**src/rtl/adc_uart_sched.sv**
```systemverilog
// adc_uart_sched: round-robin scheduler that frames ADC samples and status
// bytes and hands them byte by byte to a UART transmitter.
// An ADC frame is header, sample high bits, sample low bits. A message frame
// is header, status byte. Each byte is loaded, started, then tracked through
// the transmitter's busy high and busy low phases. An optional idle gap
// follows each byte. If tx_busy never rises, a watchdog sets the sticky
// tx_err flag and abandons the frame.
// Optional feature: define ADC_UART_SCHED_CHECKSUM_EN to append one XOR
// checksum byte to every frame.
module adc_uart_sched #(
    parameter int          ADC_W   = 12,
    parameter logic [7:0]  ADC_HDR = 8'hA5,
    parameter logic [7:0]  MSG_HDR = 8'h5A,
    parameter int          GAP     = 2,
    parameter int          TIMEOUT = 16
) (
    input  logic             uart_clk_tx,
    input  logic             RST_n,
    input  logic [ADC_W-1:0] adc_data,
    input  logic             adc_valid,
    output logic             adc_ready,
    input  logic [7:0]       msg_data,
    input  logic             msg_valid,
    output logic             msg_ready,
    output logic [7:0]       tx_byte,
    output logic             tx_start,
    input  logic             tx_busy,
    output logic             frame_busy,
    output logic             tx_err
);

    typedef enum logic [2:0] {
        IDLE    = 3'd0,
        LOAD    = 3'd1,
        START   = 3'd2,
        WAIT_HI = 3'd3,
        WAIT_LO = 3'd4,
        GAP_W   = 3'd5
    } state_t;

    localparam logic [7:0] TO_LAST  = 8'(TIMEOUT - 1);
    localparam logic [7:0] GAP_LAST = 8'(GAP - 1);
`ifdef ADC_UART_SCHED_CHECKSUM_EN
    localparam logic [2:0] CS_LEN = 3'd1;
`else
    localparam logic [2:0] CS_LEN = 3'd0;
`endif

    state_t           state_r, state_nx;
    logic [7:0]       cnt_r, cnt_nx;
    logic [2:0]       idx_r, idx_nx;
    logic             is_adc_r, is_adc_nx;
    logic [ADC_W-1:0] adc_q_r, adc_q_nx;
    logic [7:0]       msg_q_r, msg_q_nx;
    logic             last_adc_r, last_adc_nx;
    logic [7:0]       tx_byte_r, tx_byte_nx;
    logic             tx_start_r, tx_start_nx;
    logic             adc_ready_r, adc_ready_nx;
    logic             msg_ready_r, msg_ready_nx;
    logic             frame_busy_r, frame_busy_nx;
    logic             tx_err_r, tx_err_nx;
`ifdef ADC_UART_SCHED_CHECKSUM_EN
    logic [7:0]       csum_r, csum_nx;
`endif
    logic             grant_adc_s, grant_msg_s;
    logic [2:0]       frame_len_s;
    logic             last_byte_s;

    // Payload byte at a given position of the current frame (checksum excluded).
    function automatic logic [7:0] frame_byte(input logic is_adc, input logic [2:0] idx,
                                              input logic [ADC_W-1:0] adc, input logic [7:0] msg);
        logic [7:0] b;
        b = 8'h00;
        case (idx)
            3'd0:    b = is_adc ? ADC_HDR : MSG_HDR;
            3'd1:    b = is_adc ? 8'(adc >> 8) : msg;
            3'd2:    b = adc[7:0];
            default: b = 8'h00;
        endcase
        return b;
    endfunction

    // ADC wins unless msg also requests and ADC was served last.
    assign grant_adc_s = adc_valid && (!msg_valid || !last_adc_r);
    assign grant_msg_s = msg_valid && !grant_adc_s;
    assign frame_len_s = (is_adc_r ? 3'd3 : 3'd2) + CS_LEN;
    assign last_byte_s = (idx_r == frame_len_s);

    // Next-state and next-output logic for the framing FSM.
    always_comb begin
        state_nx     = state_r;
        cnt_nx       = cnt_r;
        idx_nx       = idx_r;
        is_adc_nx    = is_adc_r;
        adc_q_nx     = adc_q_r;
        msg_q_nx     = msg_q_r;
        last_adc_nx  = last_adc_r;
        tx_byte_nx   = tx_byte_r;
        adc_ready_nx = 1'b0;
        msg_ready_nx = 1'b0;
        tx_err_nx    = tx_err_r;
`ifdef ADC_UART_SCHED_CHECKSUM_EN
        csum_nx      = csum_r;
`endif
        case (state_r)
            IDLE: begin
                cnt_nx = 8'd0;
                idx_nx = 3'd0;
`ifdef ADC_UART_SCHED_CHECKSUM_EN
                csum_nx = 8'h00;
`endif
                if (grant_adc_s) begin
                    adc_ready_nx = 1'b1;
                    is_adc_nx    = 1'b1;
                    adc_q_nx     = adc_data;
                    last_adc_nx  = 1'b1;
                    state_nx     = LOAD;
                end else if (grant_msg_s) begin
                    msg_ready_nx = 1'b1;
                    is_adc_nx    = 1'b0;
                    msg_q_nx     = msg_data;
                    last_adc_nx  = 1'b0;
                    state_nx     = LOAD;
                end else begin
                    state_nx = IDLE;
                end
            end
            LOAD: begin
`ifdef ADC_UART_SCHED_CHECKSUM_EN
                if (idx_r == frame_len_s - 3'd1) begin
                    tx_byte_nx = csum_r;
                end else begin
                    tx_byte_nx = frame_byte(is_adc_r, idx_r, adc_q_r, msg_q_r);
                    csum_nx    = csum_r ^ frame_byte(is_adc_r, idx_r, adc_q_r, msg_q_r);
                end
`else
                tx_byte_nx = frame_byte(is_adc_r, idx_r, adc_q_r, msg_q_r);
`endif
                idx_nx   = idx_r + 3'd1;
                state_nx = START;
            end
            START: begin
                // One cycle has already elapsed since tx_start rose when WAIT_HI begins.
                cnt_nx   = 8'd1;
                state_nx = WAIT_HI;
            end
            WAIT_HI: begin
                if (tx_busy) begin
                    cnt_nx   = 8'd0;
                    state_nx = WAIT_LO;
                end else if (cnt_r >= TO_LAST) begin
                    cnt_nx    = 8'd0;
                    tx_err_nx = 1'b1;
                    state_nx  = IDLE;
                end else begin
                    cnt_nx = cnt_r + 8'd1;
                end
            end
            WAIT_LO: begin
                cnt_nx = 8'd0;
                if (tx_busy) begin
                    state_nx = WAIT_LO;
                end else if (GAP != 0) begin
                    state_nx = GAP_W;
                end else if (last_byte_s) begin
                    state_nx = IDLE;
                end else begin
                    state_nx = LOAD;
                end
            end
            GAP_W: begin
                if (cnt_r == GAP_LAST) begin
                    cnt_nx   = 8'd0;
                    state_nx = last_byte_s ? IDLE : LOAD;
                end else begin
                    cnt_nx = cnt_r + 8'd1;
                end
            end
            default: begin
                cnt_nx   = 8'd0;
                state_nx = IDLE;
            end
        endcase
        tx_start_nx   = (state_nx == START);
        frame_busy_nx = (state_nx != IDLE);
    end

    // State and registered outputs, synchronous active-low reset.
    always_ff @(posedge uart_clk_tx) begin
        if (!RST_n) begin
            state_r      <= IDLE;
            cnt_r        <= 8'd0;
            idx_r        <= 3'd0;
            is_adc_r     <= 1'b0;
            adc_q_r      <= '0;
            msg_q_r      <= 8'h00;
            last_adc_r   <= 1'b0;
            tx_byte_r    <= 8'h00;
            tx_start_r   <= 1'b0;
            adc_ready_r  <= 1'b0;
            msg_ready_r  <= 1'b0;
            frame_busy_r <= 1'b0;
            tx_err_r     <= 1'b0;
`ifdef ADC_UART_SCHED_CHECKSUM_EN
            csum_r       <= 8'h00;
`endif
        end else begin
            state_r      <= state_nx;
            cnt_r        <= cnt_nx;
            idx_r        <= idx_nx;
            is_adc_r     <= is_adc_nx;
            adc_q_r      <= adc_q_nx;
            msg_q_r      <= msg_q_nx;
            last_adc_r   <= last_adc_nx;
            tx_byte_r    <= tx_byte_nx;
            tx_start_r   <= tx_start_nx;
            adc_ready_r  <= adc_ready_nx;
            msg_ready_r  <= msg_ready_nx;
            frame_busy_r <= frame_busy_nx;
            tx_err_r     <= tx_err_nx;
`ifdef ADC_UART_SCHED_CHECKSUM_EN
            csum_r       <= csum_nx;
`endif
        end
    end

    assign tx_byte    = tx_byte_r;
    assign tx_start   = tx_start_r;
    assign adc_ready  = adc_ready_r;
    assign msg_ready  = msg_ready_r;
    assign frame_busy = frame_busy_r;
    assign tx_err     = tx_err_r;

endmodule

```
**config.mk**
```make
export PLATFORM = sky130hd
export DESIGN_NAME = adc_uart_sched
export DESIGN_NICKNAME = d
export VERILOG_FILES = /design/src/rtl/adc_uart_sched.sv
export SDC_FILE = /design/constraint.sdc
export NUM_CORES = 1
export LEC_CHECK = 0
export BUFFER_PORTS_ARGS = -buffer_cell sky130_fd_sc_hd__buf_2
export CAP_MARGIN = 20
export CORE_UTILIZATION = 25
export CTS_CLUSTER_DIAMETER = 40
export DETAILED_ROUTE_END_ITERATION = 10
export PLACE_DENSITY = 0.43
export SKIP_CTS_REPAIR_TIMING = 1
export SLEW_MARGIN = 30
export SYNTH_ARGS = -nofsm -noshare
export SYNTH_HDL_FRONTEND = slang
export SYNTH_SLANG_ARGS = --single-unit
```
**constraint.sdc**
```tcl
create_clock -name uart_clk_tx -period 2.15 [get_ports uart_clk_tx]
set_input_delay 0.3225 -clock uart_clk_tx [delete_from_list [all_inputs] [get_ports uart_clk_tx]]
set_output_delay 0.3225 -clock uart_clk_tx [all_outputs]
set_load 0.05 [all_outputs]
```
# Yosys cells after proc, flatten, opt, wreduce, memory -nomap -nowiden
# Index checks and enable logic that the tools add are counted.
[word_totals] regBits=48 input_bits=25
[classes] addsub=2 magnitude_cmp=1 eq_ne=10 mux=21 n_bitwise=4 reduce_logical=17
[ops] op="8-bit two-way mux" count=5
[ops] op="8-bit case mux with 4 select lines" count=1
[ops] op="8-bit case mux with 3 select lines" count=1
[ops] op="3-bit case mux with 6 select lines" count=1
[ops] op="3-bit by 2-bit == test with 1-bit output, second input constant" count=4
[ops] op="1-bit two-way mux" count=9
[ops] op="3-bit two-way mux" count=3
[ops] op="8-bit by 1-bit adder with 8-bit output, second input constant" count=1
[ops] op="8-bit by 1-bit == test with 1-bit output, second input constant" count=1
[ops] op="8-bit by 4-bit >= comparator with 1-bit output, second input constant" count=1
[ops] op="3-bit by 1-bit == test with 1-bit output, second input constant" count=2
[ops] op="3-bit == test, second input constant" count=2
[ops] op="3-bit zero test" count=2
[ops] op="3-bit case mux with 2 select lines" count=1
[ops] op="2-bit AND reduction" count=3
[ops] op="3-bit AND reduction" count=2
[ops] op="1-bit inverter" count=4
[ops] op="2-bit nonzero test" count=2
[ops] op="3-bit by 1-bit adder with 3-bit output, second input constant" count=1
[ops] op="3-bit by 2-bit == test with 1-bit output" count=1
[ops] op="1-bit zero test" count=3
[ops] op="3-bit nonzero test" count=1
[ops] op="3-bit OR reduction" count=1
[ops] op="1-bit logical AND" count=2
[ops] op="1-bit logical OR" count=1

# Logic depth before layout (Yosys ltp)
# Gate-level depths: netlist (run 1).
[logic_depth] depth_word=9 mapped_depth=6 depth_no_buf=6

# Worst setup path after synthesis (run 1)
# OpenSTA, ideal clock, no wires.
[synth_timing] kind="reg2reg" startpoint="reg cnt_r[0]" endpoint="reg frame_busy_r, in the netlist frame_busy" t_arrival_ps=1407 t_required_ps=2013 path_slack_ps=606 path_stages_with_launch=6 path_buffers=0 synth_period_minus_slack_ps=1544 path_cell_list="dfxtp_1 > ha_1 > nand3_1 > and3_1 > nor4_1 > a31oi_1"
[synth_between] elab_chain_len=5 word_cells_on_any_way=7
[synth_rtl] item="start: declaration" line_no="50" rtl="logic [7:0] cnt_r, cnt_nx;"
[synth_rtl] item="start signal: assignment" line_no="209" rtl="cnt_r <= cnt_nx;"
[synth_rtl] item="8-bit by 4-bit >= comparator with 1-bit output" line_no="151" rtl="end else if (cnt_r >= TO_LAST) begin"
[synth_rtl] item="3-bit two-way mux" line_no="151"
[synth_rtl] item="3-bit two-way mux" line_no="148" rtl="if (tx_busy) begin"
[synth_rtl] item="3-bit case mux with 6 select lines (*)" line_no="105" rtl="case (state_r)"
[synth_rtl] item="3-bit nonzero test (*)" line_no="185" rtl="frame_busy_nx = (state_nx != IDLE);"
[synth_rtl] item="end signal: assignment" line_no="219" rtl="frame_busy_r <= frame_busy_nx;"
[synth_rtl] item="end: declaration" line_no="60" rtl="logic frame_busy_r, frame_busy_nx;"
# Mark *: on every way between the ends. The rest lies on a longest branch, timed or not.
# A chain may end at the register's enable or synchronous reset.

# Final worst setup path (run 1)
# Same ends and word-level chain as after synthesis.

==> results of run 1 <==
[registers in the layout (all words and copies together), names as in the netlist]
name,count
msg_q_r,8
cnt_r,8
tx_err,1
adc_ready,1
last_adc_r,1
state_r,3
adc_q_r,12
tx_byte,8
msg_ready,1
tx_start,1
frame_busy,1
idx_r,3
[area by class of cell]
type                            instances  area (um2)
Clock buffer                            7       96.34
Inverter                                7       26.28
Multi-Input combinational cell        175        1167
Sequential cell                        48       960.9
Clock inverter                          1       30.03
Timing Repair Buffer                   44       237.7
Fill cell                             964        6025
Tap cell                              108       135.1
[per-layer routing]
layer  wire (um)  up-vias  global-route usage (%)
li1            -      954                       -
met1        2595      837                   16.75
met2        2226       33                   18.97
met3         246        2                   3.239
met4          30        0                   3.358
met5           0        -                       0
[cells by family after synthesis]
| kind of cell | synth area share (%) |
|---|---|
| adders and majority gates | 3.380 |
| buffers and inverters | 4.169 |
| AOI/OAI and AO/OA | 16.85 |
| DFF | 43.27 |
| muxes | 11.04 |
| xor gates and xnor gates | 0.3944 |
| and+or+nand+nor | 20.90 |
[final timing paths]
kind,startpoint,end,slack (ns),cells past startpoint
max reg2reg,cnt_r[0]$_SDFFE_PN0P_,frame_busy$_SDFF_PN0_,0.24,5
max,cnt_r[0]$_SDFFE_PN0P_,frame_busy$_SDFF_PN0_,0.24,5
min reg2reg,tx_byte[1]$_SDFFE_PN0N_,tx_byte[1]$_SDFFE_PN0N_,0.48,1
min,adc_data[2],adc_q_r[2]$_SDFFE_PN0P_,0.25,3
[worst min-delay path: stages]
cell	delay, ns
buf_2	0.07
mux2i_1	0.05
nor2_1	0.07
[cells in the mapped netlist (4+ instances only)]
master / count
clkbuf_1: 9
a22oi_1: 8
a21oi_1: 12
nand2_1: 15
nor3_1: 5
mux2_1: 4
o22ai_1: 4
dfxtp_1: 48
mux2i_1: 20
inv_1: 6
nand3_1: 6
a221o_1: 4
o21ai_0: 6
nor2b_1: 4
buf_2: 5
nor3b_1: 4
a32o_1: 4
ha_1: 6
nor2_1: 35
[power by group]
part           internal, mW  switching, mW
combinational         0.170          0.254
clock                 0.411          0.305
sequential            0.954         0.0591
==> impl_metrics.tcl, run 1 <==
set metrics [dict create \
    status "finished, final reports clean" \
    power_density_nw_per_um2 811.3 \
    path_class "flop to flop" \
    synthCells 245 \
    grt_pass1_vias 1753 \
    syn_nets 276 \
    gp_congestion 0.7110 \
    root_buffer "clkbuf_8" \
    grt_pass1_wl_um 8728 \
    avgRoutedWirePerCell_um 13.07 \
    worst_clock_skew_ns 0.005548 \
    synth_ff_type "dfxtp_1" \
    mostFrequentLayoutCells "dfxtp_1, buf_2, nor2_1" \
    diodes 0 \
    worst_slack_ns 0.2411 \
    cts_num_sinks 48 \
    ys_types 47 \
    rows 34 \
    synthTopCellsByArea "dfxtp_1, mux2i_1, nor2_1" \
    max-cap-violations 0 \
    rsz0062_at_grt "false" \
    clkTransAtPathRegs_ns 0.09 \
    min_period_ns 1.909 \
    worstSetupEndpointType "flop" \
    layout_commonest_cell "dfxtp_1" \
    path_max_fanout 11 \
    io_pins 38 \
    syn2layout_area_growth_pct 19.49 \
    final_cell_area_um2 2654 \
    drc 0 \
    finalHoldViolCount 0 \
    cts_buffers 5 \
    layout-drive-gt1-share_pct 20.21 \
    drt_iter0_markers 46 \
    timing.fmax_mhz 523.9 \
    dp.cells 382 \
    hold_ws_ns 0.2490 \
    post-route-period-util_pct 88.79 \
    synth-edff-count 0 \
    hpwl_um 3729 \
    tightest_slew_ns 0.5146 \
    clock_path_buffers 2 \
    leakage_nw 1.170 \
    die_x_um 96.25 \
    worst-path-buf-inv 0 \
    port_buffers 37 \
    viasPerCell 4.682 \
    max-vdd-ir-drop_uv 329.6 \
    cp_slowest_cell "nor4_1" \
    dpl_cell_area_um2 2527 \
    cts_tree "built" \
    synth_seq_cells 48 \
    die-area_um2 9264 \
    initial_utilization_pct 25.59 \
    hold_path_class "input port to flop" \
    antenna_found_initial 0 \
    final_cells 390 \
    yosysTopAreaCell "dfxtp_1" \
    synth_top_cell_area_share_pct 43.27 \
    finalSetupViolCount 0 \
    slew_headroom_pct 65.51 \
    yosysSeqAreaShare_pct 43.27 \
    crit_family "simple AND/OR/NAND/NOR gates" \
    utilization_pct 30.58 \
    grt.total_usage_pct 12.28 \
    cts.htree.levels 2 \
    final_nets 312 \
    slew_violations 0 \
    grt-ovfl-total 0 \
    syn_avg_cell_area_um2 9.065 \
    vias 1826 \
    synth_async_sr_flop_share_pct 0 \
    dr.pass1.iters 4 \
    drt_wl_total_um 5098 \
    totalPowerFinal_mw 2.153 \
    grt_max_degree 25 \
    ys_warn_count 0 \
    cp-start-kind "flop" \
    path_cells "ha_1 -> nand3_1 -> and3_1 -> nor4_1 -> a31oi_1" \
    detail-route-antenna-nets 0 \
    die_h_um 96.25 \
    clock_latency_ns 0.30 \
    cp.required_ns 2.32 \
    cp_data_arrival_time_ns 2.08 \
    cp_slowest_stage_delay_ns 0.45 \
    design.core.area_um2 8678 \
    setup_tns_ns 0 \
    syn-cell-area_um2 2221 \
    pre_cts_slack_ns 0.2406 \
]
Note: power is estimated with default switching activity, not from simulation.
==> inputs of run 2 (changes only) <==
Settings changed: REMOVE_ABC_BUFFERS set to 1.
==> run 2 against run 1 <==
Design area about the same; register-to-register slack worse by 0.02 ns; clock power down 21%; global-route usage about the same; critical path type unchanged; critical endpoint unchanged.
==> impl_metrics.tcl, run 2 (synthesis results as in run 1) <==
set metrics [dict create \
    status "finished, final reports clean" \
    die_h_um 96.25 \
    finalHoldViolCount 0 \
    design.core.area_um2 8678 \
    combPwrFrac_pct 21.8 \
    cp.required_ns 2.32 \
    layout-drive-gt1-share_pct 21.33 \
    die_x_um 96.25 \
    seqPwrFrac_pct 50.1 \
    max-cap-violations 0 \
    drt_iter0_markers 56 \
    worst_clock_skew_ns 0.01197 \
    path_class "flop to flop" \
    final_nets 317 \
    largest_reg_flops 12 \
    netSwitchingFraction_pct 31.00 \
    slew_headroom_pct 63.84 \
    cp-start-kind "flop" \
    clkTransAtPathRegs_ns 0.09 \
    io_pins 38 \
    drt_wl_total_um 5223 \
    hpwl_um 3828 \
    grt-ovfl-total 0 \
    r2r-start "cnt_r[0]$_SDFFE_PN0P_" \
    gp_congestion 0.7664 \
    grt_pass1_vias 1785 \
    routed-wl-met3_um 167 \
    initial_utilization_pct 25.59 \
    min-delay-start "msg_data[7]" \
    r2r-end "frame_busy$_SDFF_PN0_" \
    dr.pass1.iters 4 \
    top_layer "met4" \
    drc 0 \
    rsz0062_at_grt "false" \
    finalSetupViolCount 0 \
    cts.htree.levels 2 \
    die-area_um2 9264 \
    clock_path_buffers 2 \
    timing.fmax_mhz 517.1 \
    hold_path_class "input port to flop" \
    grt_pass1_wl_um 8721 \
    net-switching-power_mw 0.6251 \
    viasPerCell 4.749 \
    path_max_fanout 7 \
    holdPathStages 3 \
    post-route-period-util_pct 89.94 \
    r2r_cells 5 \
    wl_met2_um 2220 \
    drt-met1-wl_um 2768 \
    layout_commonest_cell "dfxtp_1" \
    clock_latency_ns 0.30 \
    rows 34 \
    port_buffers 37 \
    setup_tns_ns 0 \
    syn2layout_area_growth_pct 19.61 \
    grt.total_usage_pct 12.23 \
    worstSetupEndpointType "flop" \
    diodes 0 \
    power_density_nw_per_um2 759.0 \
    clkPwrFrac_pct 28.1 \
    cp_data_arrival_time_ns 2.11 \
    largest_register "adc_q_r" \
    min_period_ns 1.934 \
    vias 1871 \
    r2r_slack_ns 0.22 \
    root_buffer "clkbuf_8" \
    p_int_mw 1.391 \
    cts_buffers 5 \
    cts_num_sinks 48 \
    mostFrequentLayoutCells "dfxtp_1, buf_2, nor2_1" \
    fillers 960 \
    cts_tree "built" \
    slew_violations 0 \
    utilization_pct 30.61 \
    grt_max_degree 33 \
    antenna_found_initial 0 \
    leakage_nw 1.177 \
    detail-route-antenna-nets 0 \
    hold_end "msg_q_r[7]$_SDFFE_PN0P_" \
    max-vdd-ir-drop_uv 216.6 \
    tightest_slew_ns 0.5417 \
    avgRoutedWirePerCell_um 13.26 \
]
run 2: cell count changes in the layout (fill, tap and decap cells not counted):
cell / delta
buf_4: +5
bufinv_16: -1
clkbuf_8: -1
clkinv_4: +1
run 2: how the worst max path moves through the flow:
| stage | from | to |
|---|---|---|
| after floorplan | state_r[0]$_SDFF_PN0_ | tx_byte[0]$_SDFFE_PN0N_ |
| after global routing | cnt_r[0]$_SDFFE_PN0P_ | frame_busy$_SDFF_PN0_ |
| after detailed placement | cnt_r[0]$_SDFFE_PN0P_ | frame_busy$_SDFF_PN0_ |
| final | cnt_r[0]$_SDFFE_PN0P_ | frame_busy$_SDFF_PN0_ |
| after global placement | state_r[2]$_SDFF_PN0_ | cnt_r[4]$_SDFFE_PN0P_ |
| after CTS | cnt_r[0]$_SDFFE_PN0P_ | frame_busy$_SDFF_PN0_ |
run 2: stage by stage:
step	hold slack, ns	worst slack (ns)	cell area (um2)	cells	power, mW
floorplan	0.4386	0.4303	2155	230	1.325
finish	0.2430	0.2163	2656	394	2.016
global placement	0.4529	0.3536	2565	387	1.473
global route	0.2357	0.1032	2656	394	2.136
detailed placement	0.4613	0.2547	2565	387	1.474
CTS	0.2350	0.2409	2656	394	2.043
run 2: routing by layer:
layer / vias to the layer above / track usage [%]
met1: 872 / 17.51
met4: 0 / 3.731
met2: 32 / 18.50
met5: - / 0
met3: 6 / 2.133
li1: 961 / -
run 2: worst max-delay path: stages (launching register included):
cell and delay (ns):
dfxtp_1 0.43, ha_1 0.24, nand3_1 0.18, and3_1 0.31
nor4_1 0.48, a31oi_1 0.16
run 2: cell type report:
class	count	area [um2]	share of cell area, %
multi-input combinational	175	1167	43.95
sequential	48	960.9	36.18
timing repair buffer	49	275.3	10.36
tap	108	135.1	5.087
clock buffer	6	82.58	3.109
inverter	7	26.28	0.9892
clock inverter	1	8.758	0.3297
run 2: power by group through the flow:
stage	Sequential [mW]	Combinational, mW	Clock [mW]
finish	1.01	0.440	0.567
detailed placement	1.03	0.443	0
CTS	1.01	0.444	0.588
global route	1.02	0.485	0.629
global placement	1.03	0.443	0
floorplan	1.10	0.226	0
